==> src/rtl/hamming_secded_pipe.sv <==
// SECDED (extended Hamming) protected two-stage pipeline: encode into a one-entry buffer, decode/correct into an output register.
// Optional macro HAMMING_SCRUB_EN adds in-place scrubbing of the stalled buffer word and the scrub_o pulse.
module hamming_secded_pipe #(
    parameter  int DATA_W   = 26,
    parameter  int CNT_W    = 8,
    localparam int N_CHECKB = (DATA_W <= 4)  ? 3 :
                              (DATA_W <= 11) ? 4 :
                              (DATA_W <= 26) ? 5 :
                              (DATA_W <= 57) ? 6 : 7,
    localparam int CW_W     = DATA_W + N_CHECKB + 1
) (
    input  logic              clk_i,
    input  logic              rst_i,
    input  logic              valid_i,
    output logic              ready_o,
    input  logic [DATA_W-1:0] data_i,
    input  logic [CW_W-1:0]   inj_i,
    output logic              valid_o,
    input  logic              ready_i,
    output logic [DATA_W-1:0] data_o,
    output logic              sec_o,
    output logic              ded_o,
    output logic [CNT_W-1:0]  sec_cnt_o,
    output logic              ded_sticky_o,
`ifdef HAMMING_SCRUB_EN
    output logic              scrub_o,
`endif
    input  logic              clear_i
);

    function automatic logic is_pow2(input int p);
        return (p & (p - 1)) == 0;
    endfunction

    function automatic logic [CW_W-1:0] encode(input logic [DATA_W-1:0] d);
        logic [CW_W-1:0] cw;
        int j;
        cw = '0;
        j  = 0;
        for (int p = 1; p < CW_W; p++) begin
            if (!is_pow2(p)) begin
                cw[p] = d[j];
                j++;
            end
        end
        // Each check bit makes its own parity group even, so a clean word has zero syndrome.
        for (int k = 0; k < N_CHECKB; k++) begin
            for (int p = 1; p < CW_W; p++) begin
                if (!is_pow2(p) && p[k]) cw[1 << k] = cw[1 << k] ^ cw[p];
            end
        end
        cw[0] = ^cw[CW_W-1:1];
        return cw;
    endfunction

    function automatic logic [N_CHECKB-1:0] syndrome(input logic [CW_W-1:0] cw);
        logic [N_CHECKB-1:0] s;
        s = '0;
        for (int p = 1; p < CW_W; p++) begin
            if (cw[p]) s = s ^ N_CHECKB'(p);
        end
        return s;
    endfunction

    function automatic logic [DATA_W-1:0] extract(input logic [CW_W-1:0] cw);
        logic [DATA_W-1:0] d;
        int j;
        d = '0;
        j = 0;
        for (int p = 1; p < CW_W; p++) begin
            if (!is_pow2(p)) begin
                d[j] = cw[p];
                j++;
            end
        end
        return d;
    endfunction

    function automatic logic [CNT_W-1:0] sat_inc(input logic [CNT_W-1:0] c);
        return (c == '1) ? c : c + 1'b1;
    endfunction

    logic [CW_W-1:0]     cw_p1;
    logic                vld_p1;
    logic [DATA_W-1:0]   data_p2;
    logic                sec_p2, ded_p2, vld_p2;
    logic [CNT_W-1:0]    sec_cnt;
    logic                ded_sticky;

    logic                adv, accept, load;
    logic [N_CHECKB-1:0] syn;
    logic                par;
    logic [CW_W-1:0]     cw_fix;
    logic                dec_sec, dec_ded;
    logic [DATA_W-1:0]   dec_data;

    assign adv     = !vld_p2 || ready_i;
    assign ready_o = !vld_p1 || adv;
    assign accept  = valid_i && ready_o;
    assign load    = adv && vld_p1;

    always_comb begin
        syn     = syndrome(cw_p1);
        par     = ^cw_p1;
        cw_fix  = cw_p1;
        dec_sec = 1'b0;
        dec_ded = 1'b0;
        if (par) begin
            // A syndrome pointing past the codeword can only come from a multi-bit error.
            if (32'(syn) >= CW_W) begin
                dec_ded = 1'b1;
            end else begin
                cw_fix  = cw_p1 ^ (CW_W'(1) << syn);
                dec_sec = 1'b1;
            end
        end else if (syn != '0) begin
            dec_ded = 1'b1;
        end
        dec_data = extract(cw_fix);
    end

    // ---- S1: protected buffer ----
    always_ff @(posedge clk_i) begin
        if (rst_i) begin
            vld_p1 <= 1'b0;
            cw_p1  <= '0;
        end else if (accept) begin
            vld_p1 <= 1'b1;
            cw_p1  <= encode(data_i) ^ inj_i;
        end else if (adv) begin
            vld_p1 <= 1'b0;
`ifdef HAMMING_SCRUB_EN
        end else if (vld_p1 && dec_sec) begin
            cw_p1  <= cw_fix;
`endif
        end
    end

`ifdef HAMMING_SCRUB_EN
    assign scrub_o = vld_p1 && !adv && dec_sec;
`endif

    // ---- S2: corrected output register ----
    always_ff @(posedge clk_i) begin
        if (rst_i) begin
            vld_p2  <= 1'b0;
            data_p2 <= '0;
            sec_p2  <= 1'b0;
            ded_p2  <= 1'b0;
        end else if (adv) begin
            vld_p2 <= vld_p1;
            if (vld_p1) begin
                data_p2 <= dec_data;
                sec_p2  <= dec_sec;
                ded_p2  <= dec_ded;
            end
        end
    end

    always_ff @(posedge clk_i) begin
        if (rst_i) begin
            sec_cnt    <= '0;
            ded_sticky <= 1'b0;
        end else if (clear_i) begin
            sec_cnt    <= (load && dec_sec) ? CNT_W'(1) : '0;
            ded_sticky <= load && dec_ded;
        end else begin
            if (load && dec_sec) sec_cnt <= sat_inc(sec_cnt);
            if (load && dec_ded) ded_sticky <= 1'b1;
        end
    end

    assign valid_o      = vld_p2;
    assign data_o       = data_p2;
    assign sec_o        = sec_p2;
    assign ded_o        = ded_p2;
    assign sec_cnt_o    = sec_cnt;
    assign ded_sticky_o = ded_sticky;

endmodule

==> config.mk <==
export PLATFORM = sky130hd
export DESIGN_NAME = hamming_secded_pipe
export DESIGN_NICKNAME = d
export VERILOG_FILES = /design/src/rtl/hamming_secded_pipe.sv
export SDC_FILE = /design/constraint.sdc
export NUM_CORES = 1
export LEC_CHECK = 0
export ABC_CLOCK_PERIOD_IN_PS = 3520
export CORE_MARGIN = 3
export CORE_UTILIZATION = 50
export DETAILED_ROUTE_END_ITERATION = 10
export PLACE_DENSITY_LB_ADDON = 0.15
export SKIP_CTS_REPAIR_TIMING = 1
export SYNTH_ARGS = -nofsm -noshare
export SYNTH_HDL_FRONTEND = slang
export SYNTH_SLANG_ARGS = --single-unit
==> constraint.sdc <==
create_clock -name clk_i -period 3.52 [get_ports clk_i]
set_input_delay 0.352 -clock clk_i [delete_from_list [all_inputs] [get_ports clk_i]]
set_output_delay 0.352 -clock clk_i [all_outputs]
set_load 0.01 [all_outputs]
==> impl_metrics.py <==
metrics = {
    "worst_setup_path": {
        "worstSetupPathType": "reg2reg",
        "rrSetupSlack_ns": 0.79,
        "r2r_start": "cw_p1[23]",
        "cp-start-kind": "flip-flop",
        "endpoint_kind": "flip-flop",
        "reg2reg_to": "sec_cnt_o[3]",
        "endpoint": "sec_cnt_o[3]",
        "worstPathRequired_ns": 3.80,
        "crit_arrival_ns": 3.01,
        "r2r_cells": 8,
        "crit_start": "cw_p1[23]",
        "crit_path_max_fanout": 14,
    },
    "timing": {
        "hold_violations": 0,
        "fmax_ghz": 0.367,
        "finClkSkew_ns": 0.0111,
        "setup_viol": 0,
        "final_max_slew_viol_count": 0,
        "min_period_ns": 2.73,
        "rsz0062_at_grt": "no",
        "slew_headroom": 0.557,
        "tns_ns": 0,
        "setup_ws_ns": 0.794,
        "min_period_over_period": 0.774,
        "tightestPinTransition_ns": 0.660,
    },
    "yosys": {
        "ys_ff_latch": 71,
        "async_flop_share": 0,
        "synthCells": 495,
        "synth_nets": 559,
        "synthDistinctLibCells": 40,
        "syn_area_per_cell_um2": 9.16,
        "synth-edff-count": 0,
        "seq_area_frac_synth": 0.313,
        "netlist_area_um2": 4530,
        "synthFlopType": "dfxtp_1",
        "ys_warn_count": 0,
    },
    "routing": {
        "detail_route.iter0.violations": 153,
        "first_pass_iters": 4,
        "drc": 0,
        "ant_nets": 0,
        "via_count": 3831,
        "drt-wirelength-per-cell_um": 16.0,
        "totalWireLength_um": 11200,
        "drt-vias-per-instance": 5.47,
    },
    "clock_network": {
        "clk_pin_slew_worst_paths_ns": 0.07,
        "htreeDepth": 3,
        "clk_path_buf_depth": 2,
        "cts_tree": "built",
        "cts.sinks": 71,
        "clk_latency_ns": 0.35,
        "cts_buffers": 9,
        "clock-root-buffer": "clkbuf_8",
    },
    "pwr": {
        "power_density_nw_per_um2": 647,
        "p_sw_frac": 0.431,
        "switchingPower_mw": 1.63,
        "leakagePower_nw": 1.86,
        "comb_power_share": 0.561,
        "max-vdd-ir-drop_mv": 0.328,
        "intPower_mw": 2.15,
        "power_frac_clock": 0.183,
        "seq_power_share": 0.256,
    },
    "layout": {
        "layout.filler_cells": 719,
        "multiInputGateArea_um2": 3030,
        "nets": 653,
        "drive_gt1_frac": 0.0573,
        "final_cell_mix": "145 x xnor2_1, 100 x clkdlybuf4s50_1, 71 x dfxtp_1",
        "area_growth_pct": 29.0,
        "antenna_cells": 0,
        "mostFrequentLayoutCell": "xnor2_1",
        "ff_latch_area_um2": 1420,
    },
    "grt": {
        "antenna_found_initial": 0,
        "grt_pass1_wl_um": 17900,
        "grt_usage": 0.221,
        "grt_max_degree": 43,
        "grt.overflow.total": 0,
        "grt_pass1_vias": 3668,
    },
    "outcome": {
        "status": "completed",
    },
    "floorplan": {
        "initial_utilization": 0.517,
        "core_area_um2": 8760,
        "die_x_um": 101,
        "fp-row-count": 34,
        "die_area_um2": 10200,
        "die_y_um": 101,
        "io_pins": 102,
    },
    "min_path": {
        "hold_path_class": "reg2reg",
    },
    "placed_design": {
        "dp_hpwl_um": 8980,
        "io_buffers": 101,
        "place_ws_ns": 0.705,
        "place.gp.congestion": 0.955,
    },
    "job": {
        "cap_violations": 0,
    },
}
area by class of cell:
| class | instances | share of cell area |
|---|---|---|
| sequential | 71 | 0.243 |
| multi-input combinational | 400 | 0.518 |
| clock buffer | 9 | 0.0212 |
| tap | 108 | 0.0231 |
| timing repair buffer | 107 | 0.180 |
| clock inverter | 6 | 0.0148 |
per-layer routing:
metal	global-route usage	up-vias	routed length [um]
met5	0	-	0
li1	-	1951	-
met3	0.0530	12	701
met4	0.0695	0	212
met1	0.286	1728	4930
met2	0.365	140	5340
cell usage after synthesis, types with 3 or more instances:
| master | count | area share |
|---|---|---|
| a211oi_1 | 58 | 0.096 |
| clkbuf_1 | 21 | 0.017 |
| nand2_1 | 9 | 0.0074 |
| mux2i_1 | 5 | 0.011 |
| nand3_1 | 13 | 0.014 |
| nor2_1 | 68 | 0.056 |
| nand4_1 | 8 | 0.011 |
| xnor2_1 | 145 | 0.28 |
| or3_1 | 6 | 0.0083 |
| dfxtp_1 | 71 | 0.31 |
| o21ai_0 | 3 | 0.0033 |
| and3_1 | 4 | 0.0055 |
| xor2_1 | 16 | 0.031 |
| nor4_1 | 4 | 0.0055 |
| xnor2_2 | 4 | 0.014 |
| a221oi_1 | 25 | 0.048 |
| a21oi_1 | 3 | 0.0033 |
registers in the layout, summed over array words and instances (netlist names):
register and count:
vld_p1 1, cw_p1 32, sec_cnt_o 8, sec_o 1, ded_sticky_o 1, ded_o 1
data_o 26, valid_o 1
power groups by stage:
stage          registers, mW  clock network [mW]  logic [mW]
3_5_place_dp           0.988                   0        2.10
3_3_place_gp           0.983                   0        2.09
5_1_grt                0.979               0.748        2.27
4_1_cts                0.969               0.708        2.11
6_report               0.968               0.694        2.12
2_1_floorplan          0.982                   0        1.51
logic make-up (layout without fill, tap and decap cells):
group           Yosys count  after routing  synth area share
xor+xnor                172            172             0.359
simple gates            123            123             0.125
compound gates           99             99             0.168
flops                    71             71             0.313
buf+inv                  24            122            0.0201
mux                       5              5            0.0110
fa+ha+maj                 1              1           0.00276
through the flow:
step	instance area (um^2)	hold WS, ns	total power [mW]	util	instances
detailed placement	5640	0.450	3.09	0.643	686
global route	5850	0.486	3.99	0.667	701
finish	5850	0.459	3.78	0.667	701
floorplan	4530	0.469	2.50	-	495
CTS	5850	0.465	3.78	0.667	701
global placement	5640	0.439	3.07	0.643	686
critical path, cell delays in order (launching register included):
cell     delay, ns
dfxtp_1       0.48
xnor2_1       0.16
xnor2_2       0.34
xor3_2        0.47
xor2_2        0.18
buf_4         0.20
nor4b_1       0.45
o21a_1        0.22
mux2i_1       0.17
how the worst min path moves through the flow:
| stage | startpoint | endpoint | slack, ns | cells after the start |
|---|---|---|---|---|
| after floorplan | valid_i | vld_p1 | 0.47 | 2 |
| after global placement | ded_sticky_o | ded_sticky_o | 0.44 | 2 |
| after detailed placement | ded_sticky_o | ded_sticky_o | 0.45 | 2 |
| after CTS | sec_o | sec_o | 0.47 | 2 |
| after global routing | sec_o | sec_o | 0.49 | 2 |
| final | ded_sticky_o | ded_sticky_o | 0.46 | 2 |
Power figures use the tool's default switching activity.
